`config.mk`:
```
export PLATFORM = sky130hd
export DESIGN_NAME = pixel_denormalizer_flat
export DESIGN_NICKNAME = d
export VERILOG_FILES = /design/src/rtl/pixel_denormalizer_if.sv /design/src/rtl/pixel_denormalizer.sv /design/src/flat_wrapper.sv
export SDC_FILE = /design/constraint.sdc
export NUM_CORES = 1
export LEC_CHECK = 0
export ABC_AREA = 1
export ABC_CLOCK_PERIOD_IN_PS = 7200
export CAP_MARGIN = 20
export CORE_MARGIN = 3
export CORE_UTILIZATION = 35
export DETAILED_ROUTE_END_ITERATION = 12
export PLACE_DENSITY = 0.6
export SYNTH_ARGS = -nofsm -noshare
export SYNTH_HDL_FRONTEND = slang
export SYNTH_SLANG_ARGS = --single-unit
```
`constraint.sdc`:
```
create_clock -name clk -period 7.2 [get_ports clk]
set_clock_uncertainty 0.1 [all_clocks]
set_input_delay 0.72 -clock clk [delete_from_list [all_inputs] [get_ports clk]]
set_output_delay 0.72 -clock clk [all_outputs]
set_load 0.02 [all_outputs]
```
`src/rtl/pixel_denormalizer_if.sv`:
```
// ---------------------------------------------------------------------------
// pixel_denormalizer_if : stream, control and status bundle for pixel_denormalizer
// Rev 1.0 - initial release
// ---------------------------------------------------------------------------
`default_nettype none

interface pixel_denormalizer_if #(
  parameter int DATA_WIDTH = 8,
  parameter int ROWS       = 128,
  parameter int COLS       = 128
);
  localparam int ROW_W = (ROWS > 1) ? $clog2(ROWS) : 1;
  localparam int COL_W = (COLS > 1) ? $clog2(COLS) : 1;

  logic                  start;
  logic [DATA_WIDTH-1:0] min_val;
  logic [DATA_WIDTH-1:0] max_val;
  logic                  in_valid;
  logic                  in_ready;
  logic [DATA_WIDTH-1:0] in_pixel;
  logic                  out_valid;
  logic                  out_ready;
  logic [DATA_WIDTH-1:0] out_pixel;
  logic [ROW_W-1:0]      out_row;
  logic [COL_W-1:0]      out_col;
  logic                  out_last;
  logic                  busy;
  logic                  done;
  logic                  err_range;

  modport master (
    output start, min_val, max_val, in_valid, in_pixel, out_ready,
    input  in_ready, out_valid, out_pixel, out_row, out_col, out_last,
           busy, done, err_range
  );

  modport slave (
    input  start, min_val, max_val, in_valid, in_pixel, out_ready,
    output in_ready, out_valid, out_pixel, out_row, out_col, out_last,
           busy, done, err_range
  );
endinterface

`default_nettype wire

```
`src/rtl/pixel_denormalizer.sv`:
```
// ---------------------------------------------------------------------------
// pixel_denormalizer : maps a full-scale normalized frame back into [min,max]
// Rev 1.0 - initial release
// ---------------------------------------------------------------------------
`default_nettype none

module pixel_denormalizer #(
  parameter int DATA_WIDTH = 8,
  parameter int ROWS       = 128,
  parameter int COLS       = 128
) (
  input  wire logic           clk,
  input  wire logic           reset,
  pixel_denormalizer_if.slave bus
);
  localparam int PIXELS = ROWS * COLS;
  localparam int CNT_W  = $clog2(PIXELS + 1);
  localparam int ROW_W  = (ROWS > 1) ? $clog2(ROWS) : 1;
  localparam int COL_W  = (COLS > 1) ? $clog2(COLS) : 1;
  localparam int PROD_W = 2 * DATA_WIDTH;

  localparam logic [PROD_W:0] FULL_SCALE =
    {{(PROD_W + 1 - DATA_WIDTH){1'b0}}, {DATA_WIDTH{1'b1}}};
  localparam logic [PROD_W:0] HALF_M1 =
    {{(PROD_W + 2 - DATA_WIDTH){1'b0}}, {(DATA_WIDTH - 1){1'b1}}};

  typedef enum logic [1:0] {
    IDLE  = 2'd0,
    RUN   = 2'd1,
    DRAIN = 2'd2,
    DONE  = 2'd3
  } state_t;

  state_t                state;
  logic [DATA_WIDTH-1:0] min_lat;
  logic [DATA_WIDTH-1:0] range_lat;
  logic                  err_lat;
  logic                  busy_r;
  logic                  done_r;
  logic [CNT_W-1:0]      in_count;

  logic                  s1_valid;
  logic [PROD_W-1:0]     s1_prod;
  logic                  out_valid_r;
  logic [DATA_WIDTH-1:0] out_pixel_r;
  logic [ROW_W-1:0]      row_r;
  logic [COL_W-1:0]      col_r;

  logic stall;
  logic in_ready;
  logic in_fire;
  logic out_fire;
  logic at_last;
  logic start_ok;

  assign stall    = out_valid_r && !bus.out_ready;
  assign in_ready = (state == RUN) && !stall && (in_count < CNT_W'(PIXELS));
  assign in_fire  = in_ready && bus.in_valid;
  assign out_fire = out_valid_r && bus.out_ready;
  assign at_last  = out_valid_r && (row_r == ROW_W'(ROWS - 1)) &&
                    (col_r == COL_W'(COLS - 1));
  assign start_ok = bus.start && ((state == IDLE) || (state == DONE));

  always_ff @(posedge clk or posedge reset) begin
    if (reset) begin
      state     <= IDLE;
      min_lat   <= '0;
      range_lat <= '0;
      err_lat   <= 1'b0;
      busy_r    <= 1'b0;
      done_r    <= 1'b0;
    end else begin
      case (state)
        IDLE, DONE: begin
          if (start_ok) begin
            state   <= RUN;
            busy_r  <= 1'b1;
            done_r  <= 1'b0;
            min_lat <= bus.min_val;
            err_lat <= (bus.max_val < bus.min_val);
            // An inverted range collapses to zero so every pixel lands on min.
            range_lat <= (bus.max_val >= bus.min_val) ?
                         (bus.max_val - bus.min_val) : '0;
          end
        end
        RUN: begin
          if (in_fire && (in_count == CNT_W'(PIXELS - 1))) begin
            state <= DRAIN;
          end
        end
        DRAIN: begin
          if (out_fire && at_last) begin
            state  <= DONE;
            busy_r <= 1'b0;
            done_r <= 1'b1;
          end
        end
        default: state <= IDLE;
      endcase
    end
  end

  always_ff @(posedge clk or posedge reset) begin
    if (reset) begin
      in_count <= '0;
    end else if (start_ok) begin
      in_count <= '0;
    end else if (in_fire) begin
      in_count <= in_count + 1'b1;
    end
  end

  // Two-stage datapath; everything freezes while the output is stalled.
  always_ff @(posedge clk or posedge reset) begin
    if (reset) begin
      s1_valid    <= 1'b0;
      s1_prod     <= '0;
      out_valid_r <= 1'b0;
      out_pixel_r <= '0;
    end else if (!stall) begin
      s1_valid    <= in_fire;
      out_valid_r <= s1_valid;
      if (in_fire) begin
        s1_prod <= PROD_W'(bus.in_pixel) * PROD_W'(range_lat);
      end
      if (s1_valid) begin
        out_pixel_r <= min_lat +
                       DATA_WIDTH'(({1'b0, s1_prod} + HALF_M1) / FULL_SCALE);
      end
    end
  end

  always_ff @(posedge clk or posedge reset) begin
    if (reset) begin
      row_r <= '0;
      col_r <= '0;
    end else if (start_ok) begin
      row_r <= '0;
      col_r <= '0;
    end else if (out_fire) begin
      if (col_r == COL_W'(COLS - 1)) begin
        col_r <= '0;
        row_r <= (row_r == ROW_W'(ROWS - 1)) ? '0 : row_r + 1'b1;
      end else begin
        col_r <= col_r + 1'b1;
      end
    end
  end

  assign bus.in_ready  = in_ready;
  assign bus.out_valid = out_valid_r;
  assign bus.out_pixel = out_pixel_r;
  assign bus.out_row   = row_r;
  assign bus.out_col   = col_r;
  assign bus.out_last  = at_last;
  assign bus.busy      = busy_r;
  assign bus.done      = done_r;
  assign bus.err_range = err_lat;

endmodule

`default_nettype wire
```
`src/flat_wrapper.sv`:
```
// flat-port wrapper written by rule: the top's interface ports become plain ports
module pixel_denormalizer_flat 
#(
  parameter int DATA_WIDTH = 8,
  parameter int ROWS       = 128,
  parameter int COLS       = 128
)
  (clk, reset, bus_start, bus_min_val, bus_max_val, bus_in_valid, bus_in_pixel, bus_out_ready, bus_in_ready, bus_out_valid, bus_out_pixel, bus_out_row, bus_out_col, bus_out_last, bus_busy, bus_done, bus_err_range);
  pixel_denormalizer_if #(.DATA_WIDTH(DATA_WIDTH), .ROWS(ROWS), .COLS(COLS)) bus_i ();
  input  wire logic clk;
  input  wire logic reset;
  input wire logic [$bits(bus_i.start)-1:0] bus_start;
  input wire logic [$bits(bus_i.min_val)-1:0] bus_min_val;
  input wire logic [$bits(bus_i.max_val)-1:0] bus_max_val;
  input wire logic [$bits(bus_i.in_valid)-1:0] bus_in_valid;
  input wire logic [$bits(bus_i.in_pixel)-1:0] bus_in_pixel;
  input wire logic [$bits(bus_i.out_ready)-1:0] bus_out_ready;
  output wire logic [$bits(bus_i.in_ready)-1:0] bus_in_ready;
  output wire logic [$bits(bus_i.out_valid)-1:0] bus_out_valid;
  output wire logic [$bits(bus_i.out_pixel)-1:0] bus_out_pixel;
  output wire logic [$bits(bus_i.out_row)-1:0] bus_out_row;
  output wire logic [$bits(bus_i.out_col)-1:0] bus_out_col;
  output wire logic [$bits(bus_i.out_last)-1:0] bus_out_last;
  output wire logic [$bits(bus_i.busy)-1:0] bus_busy;
  output wire logic [$bits(bus_i.done)-1:0] bus_done;
  output wire logic [$bits(bus_i.err_range)-1:0] bus_err_range;
  assign bus_i.start = bus_start;
  assign bus_i.min_val = bus_min_val;
  assign bus_i.max_val = bus_max_val;
  assign bus_i.in_valid = bus_in_valid;
  assign bus_i.in_pixel = bus_in_pixel;
  assign bus_i.out_ready = bus_out_ready;
  assign bus_in_ready = bus_i.in_ready;
  assign bus_out_valid = bus_i.out_valid;
  assign bus_out_pixel = bus_i.out_pixel;
  assign bus_out_row = bus_i.out_row;
  assign bus_out_col = bus_i.out_col;
  assign bus_out_last = bus_i.out_last;
  assign bus_busy = bus_i.busy;
  assign bus_done = bus_i.done;
  assign bus_err_range = bus_i.err_range;
  pixel_denormalizer #(.DATA_WIDTH(DATA_WIDTH), .ROWS(ROWS), .COLS(COLS)) u_core (.clk(clk), .reset(reset), .bus(bus_i));
endmodule
```
== After elaboration in Yosys (flattened, before gate mapping) ==
Index checks and enable logic that the tools add are counted.
Cells by class
  add/sub/neg operators: 6
  multiply operators: 1
  divide/modulo/power cells: 1
  magnitude comparators: 3
  equal/unequal tests: 9
  muxes and demuxes: 20
  bitwise gates (word level): 1
  reduce and logical (&&, ||, !) cells: 25
Operators by type and width (count)
  two-way mux 7 bit: 7
  two-way mux 15 bit: 2
  adder 16 x 7 -> 17 bit, second input constant: 1
  divider 17 x 8 -> 17 bit, second input constant: 1
  multiplier 8 x 8 -> 16 bit: 1
  adder 15 x 1 -> 15 bit, second input constant: 1
  equality test 15 x 14 -> 1 bit, second input constant: 1
  < comparator 15 bit, second input constant: 1
  adder 7 x 1 -> 7 bit, second input constant: 2
  equality test 7 bit, second input constant: 2
  logical AND 1 bit: 10
  adder 8 bit: 1
  >= comparator 8 bit: 1
  < comparator 8 bit: 1
  two-way mux 8 bit: 1
  AND reduction 2 bit: 4
  nonzero test 2 bit: 4
  subtractor 8 bit: 1
  two-way mux 2 bit: 3
  case mux 2 bit (3 select lines): 1
  AND reduction 3 bit: 2
  equality test 2 bit, second input constant: 2
  two-way mux 1 bit: 4
  != test 2 x 1 -> 1 bit, second input constant: 2
  8 further kinds: 10
Storage, ports and cells
  register bits after elaboration: 76

== Depth between registers and ports, before layout ==
Gate-level depths: netlist of run 1.
  depth after elaboration: 9
  gate-level depth with buffers: 69
  mapped depth without buffers: 69

== Least setup slack after synthesis of run 1 ==
Ideal clock, no wire load.
  kind: register -> register
  start point: register u_core.s1_prod[0]
  end point: register u_core.out_pixel_r[7], in the netlist u_core.bus.out_pixel[7]
  arrival time: 6.428 ns
  required time: 7.017 ns
  path slack: 0.589 ns
  stages on the path, launching flop included: 66
  path buffers: 1
  clock period less this slack: 6.611 ns
  cells stage by stage: dfrtp_1 inv_2 ha_1 inv_1 nor2_1 nand3_2 buf_6 nand2_1 nand2_1 nor2_2 nand2_1 nor2_1 nand2_2 nand2_2 nand2_4 nand2_1 nand2_2 inv_2 (+30 left out) nor2_1 nand3_1 o21ai_0 a21oi_1 nor2_1 o21ai_2 ha_1 inv_1 nor2_1 a211oi_1 nor2_1 nor2_1 o21ai_0 and2_1 o21ai_0 nand2_1 xor2_1 o21ai_0
On the way
  cells in the longest elaborated chain, start to end: 3
RTL lines
  start, declared: RTL line pixel_denormalizer.sv:43  | logic [PROD_W-1:0] s1_prod;
  start signal, assigned: RTL line pixel_denormalizer.sv:124  | s1_prod <= PROD_W'(bus.in_pixel) * PROD_W'(range_lat);
  adder 16 x 7 -> 17 bit: RTL line pixel_denormalizer.sv:128  | DATA_WIDTH'(({1'b0, s1_prod} + HALF_M1) / FULL_SCALE);
  divider 17 x 8 -> 17 bit: RTL line pixel_denormalizer.sv:128
  adder 8 bit: RTL line pixel_denormalizer.sv:127  | out_pixel_r <= min_lat +
  end signal, assigned: RTL line pixel_denormalizer.sv:127
  end, declared: RTL line pixel_denormalizer.sv:45  | logic [DATA_WIDTH-1:0] out_pixel_r;
No other way between the ends.
A chain may end at the register's enable or synchronous reset.

== Final worst setup path of run 1 ==
  start point: register u_core.s1_prod[1]
  end point: register u_core.out_pixel_r[6], in the netlist u_core.bus.out_pixel[6]
The elaborated chain is that of the path after synthesis.

==> results_dict.tcl, run 1 <==
set metrics [dict create \
    hold_path.startpoint "u_core.s1_valid" \
    worst-path-max-fanout 8 \
    routabilityCongestion 0.8617 \
    drive_gt1_frac 0.2313 \
    hold_buffers 0 \
    final_util 0.4759 \
    crit_slowest_cell "dfrtp_1" \
    synth-main-ff-cell "dfrtp_1" \
    syn2layout_area_growth_pct 31.08 \
    setup_ws_ps -46.38 \
    whs_ps 362.9 \
    cts_tree "done" \
    critPathLaunchType "flop" \
    synth_nets 1363 \
    wl_per_cell_um 12.82 \
    drt_iter0_drc 391 \
    whs_endpoint "u_core.bus.out_valid" \
    final_cell_mix "nand2_1, inv_1, nor2_1" \
    synth_seq_area_share 0.2272 \
    tns_ps -87.21 \
    vias 8057 \
    grt_usage 0.1558 \
    die_w_um 160.6 \
    worst_slew_pin_slew_ps 984.5 \
    synth_cells 1236 \
    io-pin-count 57 \
    htreeDepth 3 \
    hold_viol 0 \
    grt_setup_unrepaired "yes" \
    n_fill_cell 2213 \
    cts_made_buffers 9 \
    grt_pass1_vias 7510 \
    io_buffers 56 \
    ant_nets 0 \
    async_flop_share 1.000 \
    ys_ff_latch 76 \
    r2r_end "u_core.bus.out_pixel[6]" \
    die_h_um 160.6 \
    drc 0 \
    synth-edff-count 0 \
    pre_cts_slack_ps -257.3 \
    holdCritPathClass "reg -> reg" \
    syn_avg_cell_area_um2 6.771 \
    dieArea_mm2 0.02580 \
    max_stage_delay_ps 420 \
    via_per_inst 4.799 \
    syn_area_mm2 0.008369 \
    synth_warnings 0 \
    grt_max_degree 77 \
    routed_wirelength_mm 21.52 \
    setup_violations 2 \
    grt.overflow.total 0 \
    worst-r2r-cell-count 60 \
    grt_first_pass_wirelength_mm 34.41 \
    path_class "reg -> reg" \
    end_kind "flop" \
    clockBufferDepth 2 \
    core-area_mm2 0.02305 \
    numClockSinks 76 \
    root_buffer "clkbuf_16" \
    std_cell_rows 55 \
    status "complete, but fails checks" \
    fmax_mhz 138.0 \
    num_antenna_cells 0 \
    period_share 1.006 \
    ys_types 42 \
    r2r_start "u_core.s1_prod[1]" \
    clk_pin_slew_ps 60 \
    violations "negative setup slack" \
    fin_nets 1488 \
    min_period_ps 7246 \
    slew_headroom 0.3437 \
    maxCapViolations 0 \
    clock_latency_ps 350 \
    min_path_cells 2 \
    path_common_cell "nand2_1" \
    antenna_found_initial 0 \
    dr.pass1.iters 5 \
    dpl.hpwl_mm 15.67 \
    critPathArrivalTime_ps 7410 \
    ff2ff_setup_slack_ps -50 \
    start_util 0.3630 \
    slew_violations 0 \
    layout_commonest_cell "nand2_1" \
    crit_required_ps 7360 \
]
[cells in the mapped netlist (5+ instances only)]
cell / n / area [um2]
clkbuf_1: 23 / 86.33
nor2_1: 93 / 349.1
xor2_1: 24 / 210.2
nor2_4: 6 / 67.56
nand3_4: 5 / 87.58
o21ai_0: 63 / 315.3
nand4_1: 22 / 137.6
nor3_1: 22 / 110.1
a21oi_1: 35 / 175.2
o31ai_1: 6 / 45.04
o21bai_1: 6 / 45.04
dfrtp_1: 76 / 1902
inv_2: 14 / 52.55
nor2_2: 18 / 112.6
nand3_1: 65 / 325.3
nand2_2: 25 / 156.4
inv_1: 226 / 848.3
nand3_2: 8 / 80.08
fa_1: 38 / 760.7
o21ai_1: 13 / 65.06
o21a_1: 6 / 45.04
nand2_1: 332 / 1246
nand2_4: 7 / 78.83
ha_1: 60 / 750.7
[through the flow]
step | instances | area [um2]
floorplan | 1236 | 8369
global placement | 1595 | 9329
detailed placement | 1595 | 9329
CTS | 1633 | 9940
global route | 1679 | 10970
finish | 1679 | 10970
[flip-flops by register name, indices dropped and copies added, names as in the netlist]
signal	count
u_core.s1_prod	16
u_core.in_count	15
u_core.bus.out_pixel	8
u_core.min_lat	8
u_core.range_lat	8
u_core.bus.out_col	7
u_core.bus.out_row	7
u_core.state	2
u_core.bus.busy	1
u_core.bus.done	1
u_core.bus.err_range	1
u_core.bus.out_valid	1
u_core.s1_valid	1
[critical path, delay by kind of cell, from the launching register on]
family,cells,cell delay (ps)
compound gates,8,840
simple gates,41,4290
fa+ha+maj,3,690
buf+inv,7,640
flops,1,420
xor+xnor,1,130
[kinds of logic (layout without fill, tap and decap cells)]
kind of cell               Yosys count  count (layout)  share of synthesized area
and+or+nand+nor                    614             618                     0.3380
buffers and inverters              272             398                     0.1248
AOI/OAI and AO/OA                  149             149                     0.1011
adders and majority gates           98              98                     0.1806
DFF                                 76              76                     0.2272
xor gates and xnor gates            27              27                    0.02826
[what timing repair did]
action,4_1_cts,5_1_grt
endpoints found under the setup margin,3,7
setup buffers,21,43
gates cloned,1,3
pin swaps,15,98
hold endpoints to repair,0,0
resized for setup,32,180
[per-layer routing]
layer | GRT usage | wire length [um]
met1 | 0.1972 | 9596
met2 | 0.2811 | 10930
met3 | 0.02373 | 647
met4 | 0.03235 | 344
met5 | 0 | 0
[cell type report]
class / count / area, um2 / share of cell area
Multi-Input combinational cell: 892 / 6200 / 0.5651
Timing Repair Buffer: 138 / 1244 / 0.1134
Tap cell: 313 / 391.6 / 0.03570
Inverter: 244 / 924.6 / 0.08428
Sequential cell: 76 / 1904 / 0.1736
Clock buffer: 9 / 225.2 / 0.02053
Clock inverter: 7 / 81.33 / 0.007413
[worst max path at each step]
stage | startpoint | slack, ps | cells past startpoint | to
floorplan | u_core.s1_prod[0] | 590 | 65 | u_core.bus.out_pixel[7]
global placement | u_core.s1_prod[1] | -110 | 61 | u_core.bus.out_pixel[7]
detailed placement | u_core.s1_prod[1] | -260 | 58 | u_core.bus.out_pixel[6]
CTS | u_core.s1_prod[1] | 5 | 60 | u_core.bus.out_pixel[7]
global route | u_core.s1_prod[1] | -660 | 62 | u_core.bus.out_pixel[7]
finish | u_core.s1_prod[1] | -50 | 60 | u_core.bus.out_pixel[6]
Power of run 1 is not shown: default switching activity piles up to over one toggle a cycle in this logic, so the estimate is an artifact.
==> inputs of run 2 (changes only) <==
==> constraint.sdc (replaced) <==
create_clock -name clk -period 7.2 [get_ports clk]
set_clock_uncertainty 0.1 [all_clocks]
set_input_delay 0.72 -clock clk [delete_from_list [all_inputs] [get_ports clk]]
set_output_delay 0.72 -clock clk [all_outputs]
set_load 0.005 [all_outputs]
==> results of run 2 <==
The final DEF is identical to that of run 1; final timing and power are the same.
Power of run 2 is left out for the same reason.
==> inputs of run 3 (changes only) <==
--- a/config.mk
+++ b/config.mk
@@ -6,12 +6,13 @@
 export NUM_CORES = 1
 export LEC_CHECK = 0
 export ABC_AREA = 1
-export ABC_CLOCK_PERIOD_IN_PS = 7200
+export ABC_CLOCK_PERIOD_IN_PS = 7700
 export CAP_MARGIN = 20
 export CORE_MARGIN = 3
-export CORE_UTILIZATION = 35
+export CORE_UTILIZATION = 50
 export DETAILED_ROUTE_END_ITERATION = 12
-export PLACE_DENSITY = 0.6
+export PLACE_DENSITY = 0.77
 export SYNTH_ARGS = -nofsm -noshare
 export SYNTH_HDL_FRONTEND = slang
 export SYNTH_SLANG_ARGS = --single-unit
+export TNS_END_PERCENT = 20
==> constraint.sdc (replaced) <==
create_clock -name clk -period 7.7 [get_ports clk]
set_clock_uncertainty 0.1 [all_clocks]
set_input_delay 0.77 -clock clk [delete_from_list [all_inputs] [get_ports clk]]
set_output_delay 0.77 -clock clk [all_outputs]
set_load 0.005 [all_outputs]
==> results_dict.tcl, run 3 (synthesis results as in run 1) <==
set metrics [dict create \
    whs_ps 367.9 \
    cts_made_buffers 9 \
    root_buffer "clkbuf_16" \
    grt_pass1_vias 7374 \
    std_cell_rows 46 \
    clk_pin_slew_ps 60 \
    grt.overflow.total 0 \
    n_fill_cell 1373 \
    grt_first_pass_wirelength_mm 32.69 \
    drc 0 \
    dieArea_mm2 0.01833 \
    critPathArrivalTime_ps 7660 \
    fmax_mhz 132.4 \
    drive_gt1_frac 0.1767 \
    placed_area_mm2 0.009087 \
    path_common_cell "nand2_1" \
    die_h_um 135.4 \
    io-pin-count 57 \
    wl_per_cell_um 14.02 \
    clock_latency_ps 330 \
    dr.pass1.iters 5 \
    cts_tree "done" \
    worst-path-max-fanout 8 \
    critPathBufInv 8 \
    via_per_inst 5.289 \
    min_path_cells 2 \
    r2r_start "u_core.s1_prod[0]" \
    cp_top_family "simple AND/OR/NAND/NOR gates" \
    io_buffers 56 \
    start_util 0.5193 \
    maxCapViolations 0 \
    min_period_ps 7554 \
    ant_nets 0 \
    status "finished clean" \
    vias 8177 \
    worst-r2r-cell-count 65 \
    worst_slew_pin_slew_ps 952.3 \
    crit_required_ps 7800 \
    final_cell_mix "nand2_1, inv_1, nor2_1" \
    critPathLaunchType "flop" \
    slew_violations 0 \
    period_share 0.9811 \
    whs_endpoint "u_core.bus.out_valid" \
    largest_register_ffs 16 \
    regMostFlops "u_core.s1_prod" \
    clockBufferDepth 2 \
    max_stage_delay_ps 410 \
    crit_slowest_cell "dfrtp_1" \
    final_util 0.6418 \
    path_class "reg -> reg" \
    grt_usage 0.2116 \
    setup_ws_ps 145.7 \
    dpl.hpwl_mm 14.86 \
    crit_cells 65 \
    routed_wirelength_mm 21.68 \
    numClockSinks 76 \
    num_antenna_cells 0 \
    routabilityCongestion 0.8420 \
    holdCritPathClass "reg -> reg" \
    hold_path.startpoint "u_core.s1_valid" \
    hold_buffers 0 \
    ff2ff_setup_slack_ps 150 \
    core-area_mm2 0.01612 \
    r2r_end "u_core.bus.out_pixel[7]" \
    grt_setup_unrepaired "yes" \
    syn2layout_area_growth_pct 23.59 \
    htreeDepth 3 \
    setup_violations 0 \
    fin_area_mm2 0.01034 \
    fin_nets 1453 \
    layout_commonest_cell "nand2_1" \
    slew_headroom 0.3651 \
    drt_iter0_drc 612 \
    grt_max_degree 77 \
    end_kind "flop" \
    hold_viol 0 \
    die_w_um 135.4 \
    top_regs "u_core.s1_prod (16), u_core.in_count (15)" \
    pre_cts_slack_ps -42.39 \
    antenna_found_initial 0 \
]
## run 3: what timing repair did
action                                  4_1_cts  5_1_grt
cloned                                        1        4
buffers inserted                              1       43
pin swaps                                     2       76
resized for setup                             2      142
endpoints found under the setup margin        1        7
## run 3: worst max-delay path by stage
stage | startpoint | slack (ps) | endpoint
floorplan | u_core.s1_prod[0] | 1090 | u_core.bus.out_pixel[7]
global route | u_core.s1_prod[0] | -350 | u_core.bus.out_pixel[7]
CTS | u_core.s1_prod[0] | 70 | u_core.bus.out_pixel[7]
global placement | u_core.s1_prod[0] | 140 | u_core.bus.out_pixel[7]
detailed placement | u_core.s1_prod[0] | -40 | u_core.bus.out_pixel[7]
finish | u_core.s1_prod[0] | 150 | u_core.bus.out_pixel[7]
## run 3: final cells by class
| class | instances | area (um2) | area share |
|---|---|---|---|
| timing repair buffer | 102 | 927.1 | 0.08963 |
| tap | 216 | 270.3 | 0.02613 |
| inverter | 244 | 922.1 | 0.08915 |
| clock inverter | 3 | 46.29 | 0.004476 |
| sequential | 76 | 1902 | 0.1839 |
| clock buffer | 12 | 256.5 | 0.02480 |
| multi-input combinational | 893 | 6020 | 0.5820 |
## run 3: worst register-to-register path, delay by kind of cell (launching register included)
kind	cells	cell delay [ps]
xor+xnor	1	210
buf+inv	8	650
fa+ha+maj	3	480
flops	1	410
compound gates	7	980
simple gates	46	4650
## run 3: layer usage
layer / vias to the layer above / global-route usage / part of all wire
met1: 3825 / 0.2788 / 0.43
li1: 4060 / - / -
met2: 243 / 0.3695 / 0.51
met4: 0 / 0.04983 / 0.020
met5: - / 0 / 0
met3: 49 / 0.02972 / 0.041
## run 3: stage by stage
stage,instances,TNS [ps]
after floorplan,1236,0
after global placement,1482,0
after detailed placement,1482,-42.39
after CTS,1499,0
after global routing,1546,-690.8
final,1546,0
Power of run 3 is left out for the same reason.
